File: src/rtl/div_pkg.sv
// Shared definitions for the iterative signed divider.
package div_pkg;

    localparam int DIV_WIDTH = 32;
    localparam int DIV_CNT_W = $clog2(DIV_WIDTH);

    typedef enum logic [1:0] {
        IDLE = 2'd0,
        RUN  = 2'd1,
        FIX  = 2'd2,
        DONE = 2'd3
    } div_state_e;

endpackage

File: src/rtl/div_addsub.sv
// Combinational W-bit add/subtract: y = sub ? a - b : a + b.
// Carry-lookahead inside 4-bit groups, group carries chained between groups.
module div_addsub #(
    parameter int W = 33
) (
    input  logic [W-1:0] a,
    input  logic [W-1:0] b,
    input  logic         sub,
    output logic [W-1:0] y
);

    localparam int NG = (W + 3) / 4;

    // subtraction as a + ~b + 1, the +1 entering as the group-0 carry
    logic [W-1:0]  bo;
    logic [NG-1:0] gc;

    assign bo    = sub ? ~b : b;
    assign gc[0] = sub;

    for (genvar j = 0; j < NG; j++) begin : g_grp
        localparam int LO      = 4 * j;
        localparam int GW      = ((W - LO) < 4) ? (W - LO) : 4;
        localparam int CARRY_W = (j < NG - 1) ? GW + 1 : GW;

        logic [GW-1:0]      gg;
        logic [GW-1:0]      pp;
        logic [CARRY_W-1:0] cc;
        logic               term;
        logic               acc;

        assign gg = a[LO +: GW] & bo[LO +: GW];
        assign pp = a[LO +: GW] ^ bo[LO +: GW];

        // each carry as a flat sum of generate/propagate products
        always_comb begin
            cc   = '0;
            term = 1'b0;
            acc  = 1'b0;
            for (int k = 0; k < CARRY_W; k++) begin
                term = gc[j];
                for (int n = 0; n < k; n++) term = term & pp[n];
                acc = term;
                for (int m = 0; m < k; m++) begin
                    term = gg[m];
                    for (int n = m + 1; n < k; n++) term = term & pp[n];
                    acc = acc | term;
                end
                cc[k] = acc;
            end
        end

        assign y[LO +: GW] = pp ^ cc[GW-1:0];

        if (j < NG - 1) begin : g_cout
            assign gc[j+1] = cc[GW];
        end
    end

endmodule

File: src/rtl/div_iter_signed.sv
// Iterative signed divider: non-restoring, one quotient bit per cycle.
// Magnitudes are divided unsigned, the sign is applied once at the end.
module div_iter_signed
    import div_pkg::*;
#(
    parameter int WIDTH = DIV_WIDTH
) (
    input  logic             clock,
    input  logic             reset_n,
    input  logic             ctrl_DIV,
    input  logic [WIDTH-1:0] data_operandA,
    input  logic [WIDTH-1:0] data_operandB,
    output logic [WIDTH-1:0] data_result,
    output logic             data_exception,
    output logic             data_resultRDY
);

    localparam int CW = $clog2(WIDTH);

    function automatic logic [WIDTH-1:0] neg(input logic [WIDTH-1:0] x);
        return ~x + WIDTH'(1);
    endfunction

    // |x| as unsigned, so the most negative value maps onto itself
    function automatic logic [WIDTH-1:0] mag(input logic [WIDTH-1:0] x);
        return x[WIDTH-1] ? neg(x) : x;
    endfunction

    div_state_e       state_q, state_d;
    logic [CW-1:0]    cnt_q, cnt_d;
    logic [WIDTH:0]   r_q, r_d;
    logic [WIDTH-1:0] q_q, q_d;
    logic [WIDTH-1:0] d_q, d_d;
    logic             sign_q, sign_d;
    logic [WIDTH-1:0] result_q, result_d;
    logic             exc_q, exc_d;
    logic             rdy_q, rdy_d;

    logic [WIDTH:0]   as_a, as_b, as_y;
    logic             as_sub;

    // shifted {R,Q} is the adder input; direction follows the pre-shift remainder sign
    assign as_a   = {r_q[WIDTH-1:0], q_q[WIDTH-1]};
    assign as_b   = {1'b0, d_q};
    assign as_sub = ~r_q[WIDTH];

    div_addsub #(.W(WIDTH + 1)) u_addsub (
        .a   (as_a),
        .b   (as_b),
        .sub (as_sub),
        .y   (as_y)
    );

    // next-state, datapath and output control; a start pulse wins in every state
    always_comb begin
        state_d  = state_q;
        cnt_d    = cnt_q;
        r_d      = r_q;
        q_d      = q_q;
        d_d      = d_q;
        sign_d   = sign_q;
        result_d = result_q;
        exc_d    = exc_q;
        rdy_d    = 1'b0;

        if (ctrl_DIV) begin
            sign_d = data_operandA[WIDTH-1] ^ data_operandB[WIDTH-1];
            d_d    = mag(data_operandB);
            q_d    = mag(data_operandA);
            r_d    = '0;
            cnt_d  = '0;
            exc_d  = (data_operandB == '0);
            if (data_operandB == '0) begin
                result_d = '0;
                state_d  = DONE;
            end else begin
                state_d  = RUN;
            end
        end else begin
            unique case (state_q)
                IDLE: ;
                RUN: begin
                    r_d   = as_y;
                    q_d   = {q_q[WIDTH-2:0], ~as_y[WIDTH]};
                    cnt_d = cnt_q + CW'(1);
                    if (cnt_q == CW'(WIDTH - 1)) state_d = FIX;
                end
                FIX: begin
                    // quotient bits are exact; only the remainder would need fixing
                    result_d = sign_q ? neg(q_q) : q_q;
                    state_d  = DONE;
                end
                DONE: begin
                    rdy_d   = 1'b1;
                    state_d = IDLE;
                end
                default: state_d = IDLE;
            endcase
        end
    end

    // state and datapath registers
    always_ff @(posedge clock or negedge reset_n) begin
        if (!reset_n) begin
            state_q  <= IDLE;
            cnt_q    <= '0;
            r_q      <= '0;
            q_q      <= '0;
            d_q      <= '0;
            sign_q   <= 1'b0;
            result_q <= '0;
            exc_q    <= 1'b0;
            rdy_q    <= 1'b0;
        end else begin
            state_q  <= state_d;
            cnt_q    <= cnt_d;
            r_q      <= r_d;
            q_q      <= q_d;
            d_q      <= d_d;
            sign_q   <= sign_d;
            result_q <= result_d;
            exc_q    <= exc_d;
            rdy_q    <= rdy_d;
        end
    end

    assign data_result    = result_q;
    assign data_exception = exc_q;
    assign data_resultRDY = rdy_q;

endmodule
File: config.mk
export PLATFORM = sky130hd
export DESIGN_NAME = div_iter_signed
export DESIGN_NICKNAME = d
export VERILOG_FILES = /design/src/rtl/div_pkg.sv /design/src/rtl/div_addsub.sv /design/src/rtl/div_iter_signed.sv
export SDC_FILE = /design/constraint.sdc
export NUM_CORES = 1
export LEC_CHECK = 0
export CAP_MARGIN = 20
export CORE_ASPECT_RATIO = 0.6
export CORE_UTILIZATION = 55
export CTS_CLUSTER_DIAMETER = 150
export DETAILED_ROUTE_END_ITERATION = 10
export HOLD_SLACK_MARGIN = 0.03
export PLACE_DENSITY = 0.88
export SYNTH_ARGS = -nofsm -noshare
export SYNTH_HDL_FRONTEND = slang
export SYNTH_SLANG_ARGS = --single-unit
File: constraint.sdc
create_clock -name clock -period 21.6 [get_ports clock]
set_input_delay 3.24 -clock clock [delete_from_list [all_inputs] [get_ports clock]]
set_output_delay 3.24 -clock clock [all_outputs]
set_load 0.02 [all_outputs]
* Yosys cells after proc, flatten, opt, wreduce, memory -nomap -nowiden *
Index checks and enable logic that the tools add are counted.

storage, ports and cells
  word-level logic and storage cells = 237
  memories = 0
  bits in writable memories = 0
  memory bits (read-only) = 0
  bits in latches = 0
  bits of input ports = 67
  output and inout bits = 34
  register bits = 139

cells by class
  shift-type cells = 0
  $add $sub $neg = 4
  muxes and demuxes = 19
  reductions and logical operators = 6
  order comparisons = 0
  eq/ne operators = 6
  multipliers = 0
  bitwise operators = 193
  divide/modulo/power cells = 0

operators by type and width
  operator                                                                 count
  32-bit two-way mux                                                       8
  33-bit two-way mux                                                       3
  32-bit by 1-bit adder with 32-bit output, second input constant          3
  32-bit inverter                                                          3
  1-bit AND                                                                80
  1-bit bitwise OR                                                         80
  4-bit XOR                                                                16
  32-bit inverter with 33-bit output                                       1
  4-bit AND                                                                8
  32-bit logical NOT                                                       1
  5-bit two-way mux                                                        2
  2-bit two-way mux                                                        3
  2-bit one-hot mux with 3 select lines                                    1
  5-bit by 1-bit adder with 5-bit output, second input constant            1
  5-bit equality test, second input constant                               1
  2-bit equality test, second input constant                               2
  2-bit AND reduction                                                      2
  2-bit nonzero test                                                       2
  4-bit nonzero test                                                       1
  3-bit inequality test, second input constant                             1
  1-bit XOR                                                                3
  2-bit by 1-bit equality test with 1-bit output, second input constant    1
  1-bit two-way mux                                                        2
  2-bit by 1-bit inequality test with 1-bit output, second input constant  1
  1-bit inverter                                                           2

* Logic depth before layout (Yosys ltp) *
Gate-level depths: netlist (run 1).

  word-level depth = 71
  gate-level depth with buffers = 45

* Modules after synthesis *
From an unflattened synthesis (run 1), not the netlist that was laid out.

second synthesis, totals
  cells, all modules = 1013
  area total of the unflattened synthesis = 9197.6 um^2

modules (own cells, without submodules)
  module           times used  sequential area each (um^2)  area an instance (um^2)  cells an instance
  div_iter_signed  1           3478.3                       7494.7                   809
  div_addsub       1           0.0                          1702.9                   204

* Worst setup path after synthesis (run 1) *
OpenSTA, ideal clock, no wires.

  path type = reg-to-reg
  from = reg r_q[32]
  to = reg r_q[32]
  required time = 21.522 ns
  clock period less this slack = 8.695 ns
  setup slack = 12.905 ns
  cell stages (with the launch flop) = 46
  arrival = 8.616 ns
  cell sequence = dfrtp_1 > clkbuf_1 > buf_1 > xnor2_1 > ha_1 > ha_1 > o21a_1 > o21a_1 > o21ai_0 > nand2b_1 > ha_1 > o21a_1 > o21a_1 > o21ai_0 > nand2b_1 > ha_1 > o21a_1 > o21a_1 > (+10 left out) > o21ai_0 > nand2b_1 > ha_1 > o21a_1 > o21a_1 > o21ai_0 > nand2b_1 > ha_1 > o21a_1 > o21a_1 > o21ai_0 > nand2b_1 > ha_1 > o21ai_0 > a211oi_1 > xor2_1 > or3_1 > a21oi_1

between the ends
  cells in the longest elaborated chain, start to end = 69
  elaborated cells on any way between the ends = 134
  classes of those cells = mux (3); bitwise (131)

RTL lines
  item                            line                    source
  start, declared                 div_iter_signed.sv:31   logic [WIDTH:0] r_q, r_d;
  start signal, assigned          div_iter_signed.sv:117  r_q <= r_d;
  33-bit two-way mux              div_addsub.sv:18        assign bo = sub ? ~b : b;
  4-bit XOR                       div_addsub.sv:33        assign pp = a[LO +: GW] ^ bo[LO +: GW];
  1-bit AND (4 in series)         div_addsub.sv:42        for (int n = 0; n < k; n++) term = term & pp[n];
  1-bit bitwise OR (4 in series)  div_addsub.sv:47        acc = acc | term;
  1-bit AND (4 in series)         div_addsub.sv:42
  1-bit bitwise OR (4 in series)  div_addsub.sv:47
  1-bit AND (4 in series)         div_addsub.sv:42
  1-bit bitwise OR (4 in series)  div_addsub.sv:47
  (+20 left out)                  --
  1-bit bitwise OR (4 in series)  div_addsub.sv:47
  1-bit AND (4 in series)         div_addsub.sv:42
  1-bit bitwise OR (4 in series)  div_addsub.sv:47
  1-bit AND (4 in series)         div_addsub.sv:42
  1-bit bitwise OR (4 in series)  div_addsub.sv:47
  1-bit XOR (*)                   div_addsub.sv:53        assign y[LO +: GW] = pp ^ cc[GW-1:0];
  33-bit two-way mux (*)          div_iter_signed.sv:80   unique case (state_q)
  33-bit two-way mux (*)          div_iter_signed.sv:66   if (ctrl_DIV) begin

Mark *: on every way between the ends. The rest lies on a longest branch, timed or not. The select of a mux whose other input is x is not followed.
A chain may end at the register's enable or synchronous reset.

* Final worst setup path (run 1) *
Ends and elaborated chain as after synthesis.

==> impl_metrics.env, run 1 <==
export IMPL_dp_cells=1200
export IMPL_grt_pass1_wl_um=37400
export IMPL_portBuffers=100
export IMPL_tns_ns=0
export IMPL_critPathTopFamily="compound AO/OA/AOI/OAI gates"
export IMPL_synthMuxAreaShare_pct=1.24
export IMPL_synth_area_leader_cell="dfrtp_1"
export IMPL_fin_area_mm2=0.0106
export IMPL_synth_top_family_by_area="compound AO/OA/AOI/OAI gates"
export IMPL_cts_max_level=4
export IMPL_gp_congestion=0.872
export IMPL_worst_pin_slew_ns=1.09
export IMPL_hold_viol_final=0
export IMPL_synth_cells=952
export IMPL_finalSetupViolCount=0
export IMPL_ir_worst_vdd_uv=58.9
export IMPL_hold_start="data_result[29]$_DFFE_PN0P_"
export IMPL_viasPerCell=6.19
export IMPL_die_area_mm2=0.0168
export IMPL_whs_endpoint="data_result[29]$_DFFE_PN0P_"
export IMPL_worstReg2RegStart="r_q[32]$_DFFE_PN0P_"
export IMPL_grt_met1_usage_pct=41.5
export IMPL_fmax_mhz=104
export IMPL_cts_buffer_depth=2
export IMPL_ys_types=44
export IMPL_netlist_area_mm2=0.00895
export IMPL_setup_ws_ns=12.02
export IMPL_crit_fanout=37
export IMPL_antenna_cells=0
export IMPL_grt_pass1_vias=7420
export IMPL_p_leak_nw=4.41
export IMPL_cts_resized=0
export IMPL_clockRootBuffer="clkbuf_16"
export IMPL_numClockSinks=139
export IMPL_core_mm2=0.0156
export IMPL_grtUsageMet2_pct=41.6
export IMPL_min_period_over_period_pct=44.4
export IMPL_final_antenna_net_count=0
export IMPL_hold_path_class="flop to flop"
export IMPL_crit_slowest_cell="buf_4"
export IMPL_synth_edf_count=0
export IMPL_ys_top_cells_by_area="dfrtp_1 39%, xor2_1 8.0%, ha_1 6.3%"
export IMPL_synth_main_ff_cell="dfrtp_1"
export IMPL_synth_simple_gate_area_share_pct=15.9
export IMPL_async_flop_share_pct=100
export IMPL_areaGrowthSynthToFinish_pct=18.6
export IMPL_cts_tree="yes"
export IMPL_clkTransAtPathRegs_ns=0.07
export IMPL_min_path_cells=1
export IMPL_start_util_pct=57.2
export IMPL_num_rows=35
export IMPL_fin_nets=1135
export IMPL_dp_slack_ns=12.15
export IMPL_grt_setup_unrepaired="false"
export IMPL_num_vias=7616
export IMPL_busiest_layer="met2"
export IMPL_synth_nets=1071
export IMPL_clk_latency_ns=0.42
export IMPL_slew_headroom_pct=27.1
export IMPL_seq_area_frac_synth_pct=38.9
export IMPL_worstRegToRegCells=44
export IMPL_status="finished clean"
export IMPL_netlist_area_leader_share_pct=38.9
export IMPL_place_hpwl_um=14700
export IMPL_dpl_cell_area_mm2=0.00998
export IMPL_drt_first_pass_iters=5
export IMPL_grt_use_met3_pct=4.83
export IMPL_cts_buffers=17
export IMPL_layout_common_cells="139 x dfrtp_1, 98 x clkdlybuf4s50_1, 82 x xor2_1, 79 x a21oi_1, 72 x nand2_1"
export IMPL_path_depth=44
export IMPL_startpoint_type="flop"
export IMPL_critical_path_endpoint_type="flop"
export IMPL_timing_hold_ws_ns=0.494
export IMPL_yosys_area_share_adder_pct=7.86
export IMPL_grt_usage_pct=27.9
export IMPL_final_util_pct=67.8
export IMPL_synth_warnings=0
export IMPL_maxCapViolCount=0
export IMPL_drt_total_wl_um=22400
export IMPL_min_period_ns=9.58
export IMPL_post_cts_buffers=0
export IMPL_drc=0
export IMPL_r2r_end="r_q[32]$_DFFE_PN0P_"
export IMPL_ys_ff_latch=139
export IMPL_grt_max_degree=105
export IMPL_initialDrtViolationCount=640
export IMPL_layout_cells_most_common="dfrtp_1"
export IMPL_ioPinCount=101
export IMPL_dieHeight_um=101
export IMPL_finish_cell_count_without_fillers=1231
export IMPL_cts_hold_buf=0
export IMPL_wire_per_inst_um=18.2
export IMPL_worstPathRequired_ns=21.93
export IMPL_critical_path_buf_inv_count=1
export IMPL_skew_ns=0.0131
export IMPL_synth_xor_area_share_pct=13.2
export IMPL_maxSlewViolCount=0
export IMPL_die_w_um=167
export IMPL_path_class="flop to flop"
export IMPL_cp_arrival_ns=9.91
export IMPL_antenna_found_initial=0
export IMPL_pwr_density_cell_mw_per_mm2=100
export IMPL_rrSetupSlack_ns=12.02
export IMPL_crit_path_max_incr_delay_ns=0.49
export IMPL_synth_compound_area_share_pct=19.2
export IMPL_grt_ovfl_total=0
export IMPL_path_common_cell="o21a_1"
export IMPL_synth_avg_cell_area_um2=9.40
export IMPL_total_power_mw=1.06
export IMPL_drive_gt1_share_pct=5.16
==> worst register-to-register path: cells and delay by family, from the launching register on <==
kind / cells / cell delay (ns)
adders and majority gates: 9 / 2.03
xor gates and xnor gates: 2 / 0.38
AOI/OAI and AO/OA: 24 / 4.89
buffers and inverters: 1 / 0.49
and+or+nand+nor: 8 / 1.37
DFF: 1 / 0.33
==> area by class of cell <==
class | instances | area [um^2]
tap | 203 | 254
timing repair buffer | 108 | 1060
clock buffer | 18 | 429
inverter | 12 | 45.0
multi-input combinational | 738 | 5150
clock inverter | 13 | 193
sequential | 139 | 3480
fill | 1123 | 5030
==> worst max path at each step <==
| stage | from | endpoint |
|---|---|---|
| after floorplan | r_q[32]$_DFFE_PN0P_ | r_q[32]$_DFFE_PN0P_ |
| after global placement | r_q[32]$_DFFE_PN0P_ | r_q[32]$_DFFE_PN0P_ |
| after detailed placement | r_q[32]$_DFFE_PN0P_ | r_q[32]$_DFFE_PN0P_ |
| after CTS | r_q[32]$_DFFE_PN0P_ | r_q[32]$_DFFE_PN0P_ |
| after global routing | r_q[32]$_DFFE_PN0P_ | r_q[32]$_DFFE_PN0P_ |
| final | r_q[32]$_DFFE_PN0P_ | r_q[32]$_DFFE_PN0P_ |
==> power breakdown <==
group / switching [mW] / internal [mW]
clock: 0.116 / 0.194
combinational: 0.216 / 0.188
sequential: 0.0430 / 0.304
==> flip-flops by register name, summed over array words and instances, names as in the netlist <==
name / count
q_q: 32
d_q: 32
r_q: 33
data_exception: 1
state_q: 2
cnt_q: 5
data_result: 32
sign_q: 1
data_resultRDY: 1
==> layer usage <==
layer | up-vias | wire, um
met5 | - | 0
met4 | 0 | 334
met3 | 40 | 1900
met2 | 355 | 9600
met1 | 3681 | 10500
li1 | 3540 | -
==> synth_stat cells, drive strengths merged (2+ instances only) <==
cell type / number
xor2: 82
o31ai: 28
fa: 7
or2: 6
inv: 12
o2bb2ai: 31
nor3b: 2
buf: 13
o21ai: 42
mux2i: 10
nor4: 10
a21oi: 79
nand2b: 17
or4: 8
a211oi: 31
or3: 20
and2: 23
xnor2: 53
nor2: 64
nor2b: 6
nor3: 25
dfrtp: 139
ha: 45
nand3b: 12
clkbuf: 50
o41ai: 27
nand2: 72
nand3: 8
nand4: 7
o21a: 14
==> kinds of logic (layout without fill, tap and decap cells) <==
kind of cell,Yosys count,after routing
mux,11,11
flops,139,139
fa+ha+maj,52,52
buf+inv,75,151
simple gates,282,282
compound gates,258,258
xor+xnor,135,135
(Power assumes the default switching activity.)
==> inputs of run 2 (changes only) <==
==> constraint.sdc (replaced) <==
create_clock -name clock -period 9.8 [get_ports clock]
set_input_delay 1.47 -clock clock [delete_from_list [all_inputs] [get_ports clock]]
set_output_delay 1.47 -clock clock [all_outputs]
set_load 0.02 [all_outputs]
==> impl_metrics.env, run 2 (synthesis results as in run 1) <==
export IMPL_antenna_cells=0
export IMPL_multi_input_area_mm2=0.00515
export IMPL_final_util_pct=67.6
export IMPL_pwr_density_cell_mw_per_mm2=217
export IMPL_areaGrowthSynthToFinish_pct=18.1
export IMPL_crit_path_max_incr_delay_ns=0.47
export IMPL_critical_path_endpoint_type="flop"
export IMPL_place_hpwl_um=15000
export IMPL_grt_setup_unrepaired="false"
export IMPL_regMostFlops="r_q"
export IMPL_drc=0
export IMPL_core_mm2=0.0156
export IMPL_hold_path_class="flop to flop"
export IMPL_grt_usage_pct=28.2
export IMPL_crit_fanout=5
export IMPL_grt_max_degree=96
export IMPL_slew_headroom_pct=27.1
export IMPL_hold_viol_final=0
export IMPL_num_vias=7634
export IMPL_skew_ns=0.0135
export IMPL_path_class="flop to flop"
export IMPL_die_w_um=167
export IMPL_wire_per_inst_um=18.3
export IMPL_min_period_over_period_pct=92.2
export IMPL_die_area_mm2=0.0168
export IMPL_worst_pin_slew_ns=1.09
export IMPL_cts_buffer_depth=2
export IMPL_initialDrtViolationCount=773
export IMPL_startpoint_type="flop"
export IMPL_start_util_pct=57.2
export IMPL_drive_gt1_share_pct=5.25
export IMPL_maxSlewViolCount=0
export IMPL_p_leak_nw=4.38
export IMPL_cts_max_level=4
export IMPL_drt_first_pass_iters=6
export IMPL_cts_tree="yes"
export IMPL_maxCapViolCount=0
export IMPL_antenna_found_initial=0
export IMPL_total_power_mw=2.29
export IMPL_finalSetupViolCount=0
export IMPL_numClockSinks=139
export IMPL_path_common_cell="o21a_1"
export IMPL_rrSetupSlack_ns=0.77
export IMPL_status="finished clean"
export IMPL_layout_common_cells="139 x dfrtp_1, 98 x clkdlybuf4s50_1, 82 x xor2_1, 79 x a21oi_1, 72 x nand2_1"
export IMPL_crit_slowest_cell="dfrtp_1"
export IMPL_ioPinCount=101
export IMPL_fmax_mhz=111
export IMPL_fin_nets=1135
export IMPL_worstPathRequired_ns=10.13
export IMPL_grt_pass1_wl_um=37900
export IMPL_tns_ns=0
export IMPL_drt_total_wl_um=22500
export IMPL_min_period_ns=9.03
export IMPL_grt_pass1_vias=7428
export IMPL_clkTransAtPathRegs_ns=0.07
export IMPL_cts_buffers=17
export IMPL_seq_area_mm2=0.00348
export IMPL_clk_latency_ns=0.42
export IMPL_largest_reg_flops=33
export IMPL_layout_cells_most_common="dfrtp_1"
export IMPL_ir_worst_vdd_uv=136
export IMPL_viasPerCell=6.20
export IMPL_n_fill_cell=1165
export IMPL_post_cts_buffers=0
export IMPL_gp_congestion=0.866
export IMPL_cp_arrival_ns=9.37
export IMPL_num_rows=35
export IMPL_portBuffers=100
export IMPL_grt_ovfl_total=0
export IMPL_clockRootBuffer="clkbuf_16"
export IMPL_final_antenna_net_count=0
export IMPL_dieHeight_um=101
-- run 2: worst max-delay path: cells and delay by family, from the launching register on --
kind	cells	cell delay, ns
adder cells (fa/ha/maj)	9	1.96
XOR/XNOR	2	0.39
flip-flops	1	0.47
AO/OA/AOI/OAI	24	4.79
AND/OR/NAND/NOR	8	1.34
-- run 2: per-stage QoR --
stage / hold WS (ns) / cells / worst slack (ns) / instance area [um^2]
2_1_floorplan: 0.490 / 952 / 1.11 / 8950
3_3_place_gp: 0.475 / 1200 / 1.24 / 9980
5_1_grt: 0.514 / 1232 / 0.0316 / 10600
3_5_place_dp: 0.473 / 1200 / 0.584 / 9980
6_report: 0.489 / 1232 / 0.767 / 10600
4_1_cts: 0.491 / 1232 / 0.542 / 10600
-- run 2: final cells by class --
cell class	instances	share of cell area, %
clock buffers	19	4.19
inverters	12	0.426
well taps	203	2.40
repair buffers	108	10.1
clock inverters	13	1.24
multi-input cells	738	48.7
flip-flops and latches	139	32.9
-- run 2: final timing paths --
path                                              from  depth (start not counted)                           to
max                                r_q[32]$_DFFE_PN0P_                         43          r_q[32]$_DFFE_PN0P_
min                        data_result[30]$_DFFE_PN0P_                          1  data_result[30]$_DFFE_PN0P_
max reg2reg                        r_q[32]$_DFFE_PN0P_                         43          r_q[32]$_DFFE_PN0P_
min reg2reg                data_result[30]$_DFFE_PN0P_                          1  data_result[30]$_DFFE_PN0P_
max in group asynchronous                      reset_n                          2          q_q[31]$_DFFE_PN0P_
min in group asynchronous                      reset_n                          1          d_q[15]$_DFFE_PN0P_
-- run 2: where the power goes --
| group | internal, mW | switching (mW) |
|---|---|---|
| clock network | 0.362 | 0.266 |
| registers | 0.669 | 0.0988 |
| logic | 0.417 | 0.477 |
| total | 1.45 | 0.842 |
-- run 2: repair_timing --
| action | CTS | global route |
|---|---|---|
| setup endpoints to repair | 0 | 4 |
| hold buffers | 0 | 0 |
| resized for setup | 0 | 3 |
-- run 2: layer usage --
metal	wire length (um)	track usage [%]
met1	10600	41.8
met2	9840	42.3
met3	1840	5.34
met4	273	7.76
met5	0	0
==> inputs of run 3 (changes only) <==
--- a/config.mk
+++ b/config.mk
@@ -12,6 +12,8 @@
 export DETAILED_ROUTE_END_ITERATION = 10
 export HOLD_SLACK_MARGIN = 0.03
 export PLACE_DENSITY = 0.88
+export SKIP_LAST_GASP = 1
+export SLEW_MARGIN = 20
 export SYNTH_ARGS = -nofsm -noshare
 export SYNTH_HDL_FRONTEND = slang
 export SYNTH_SLANG_ARGS = --single-unit
==> results of run 3 <==
Final layout, timing and power as in run 2 (identical DEF).
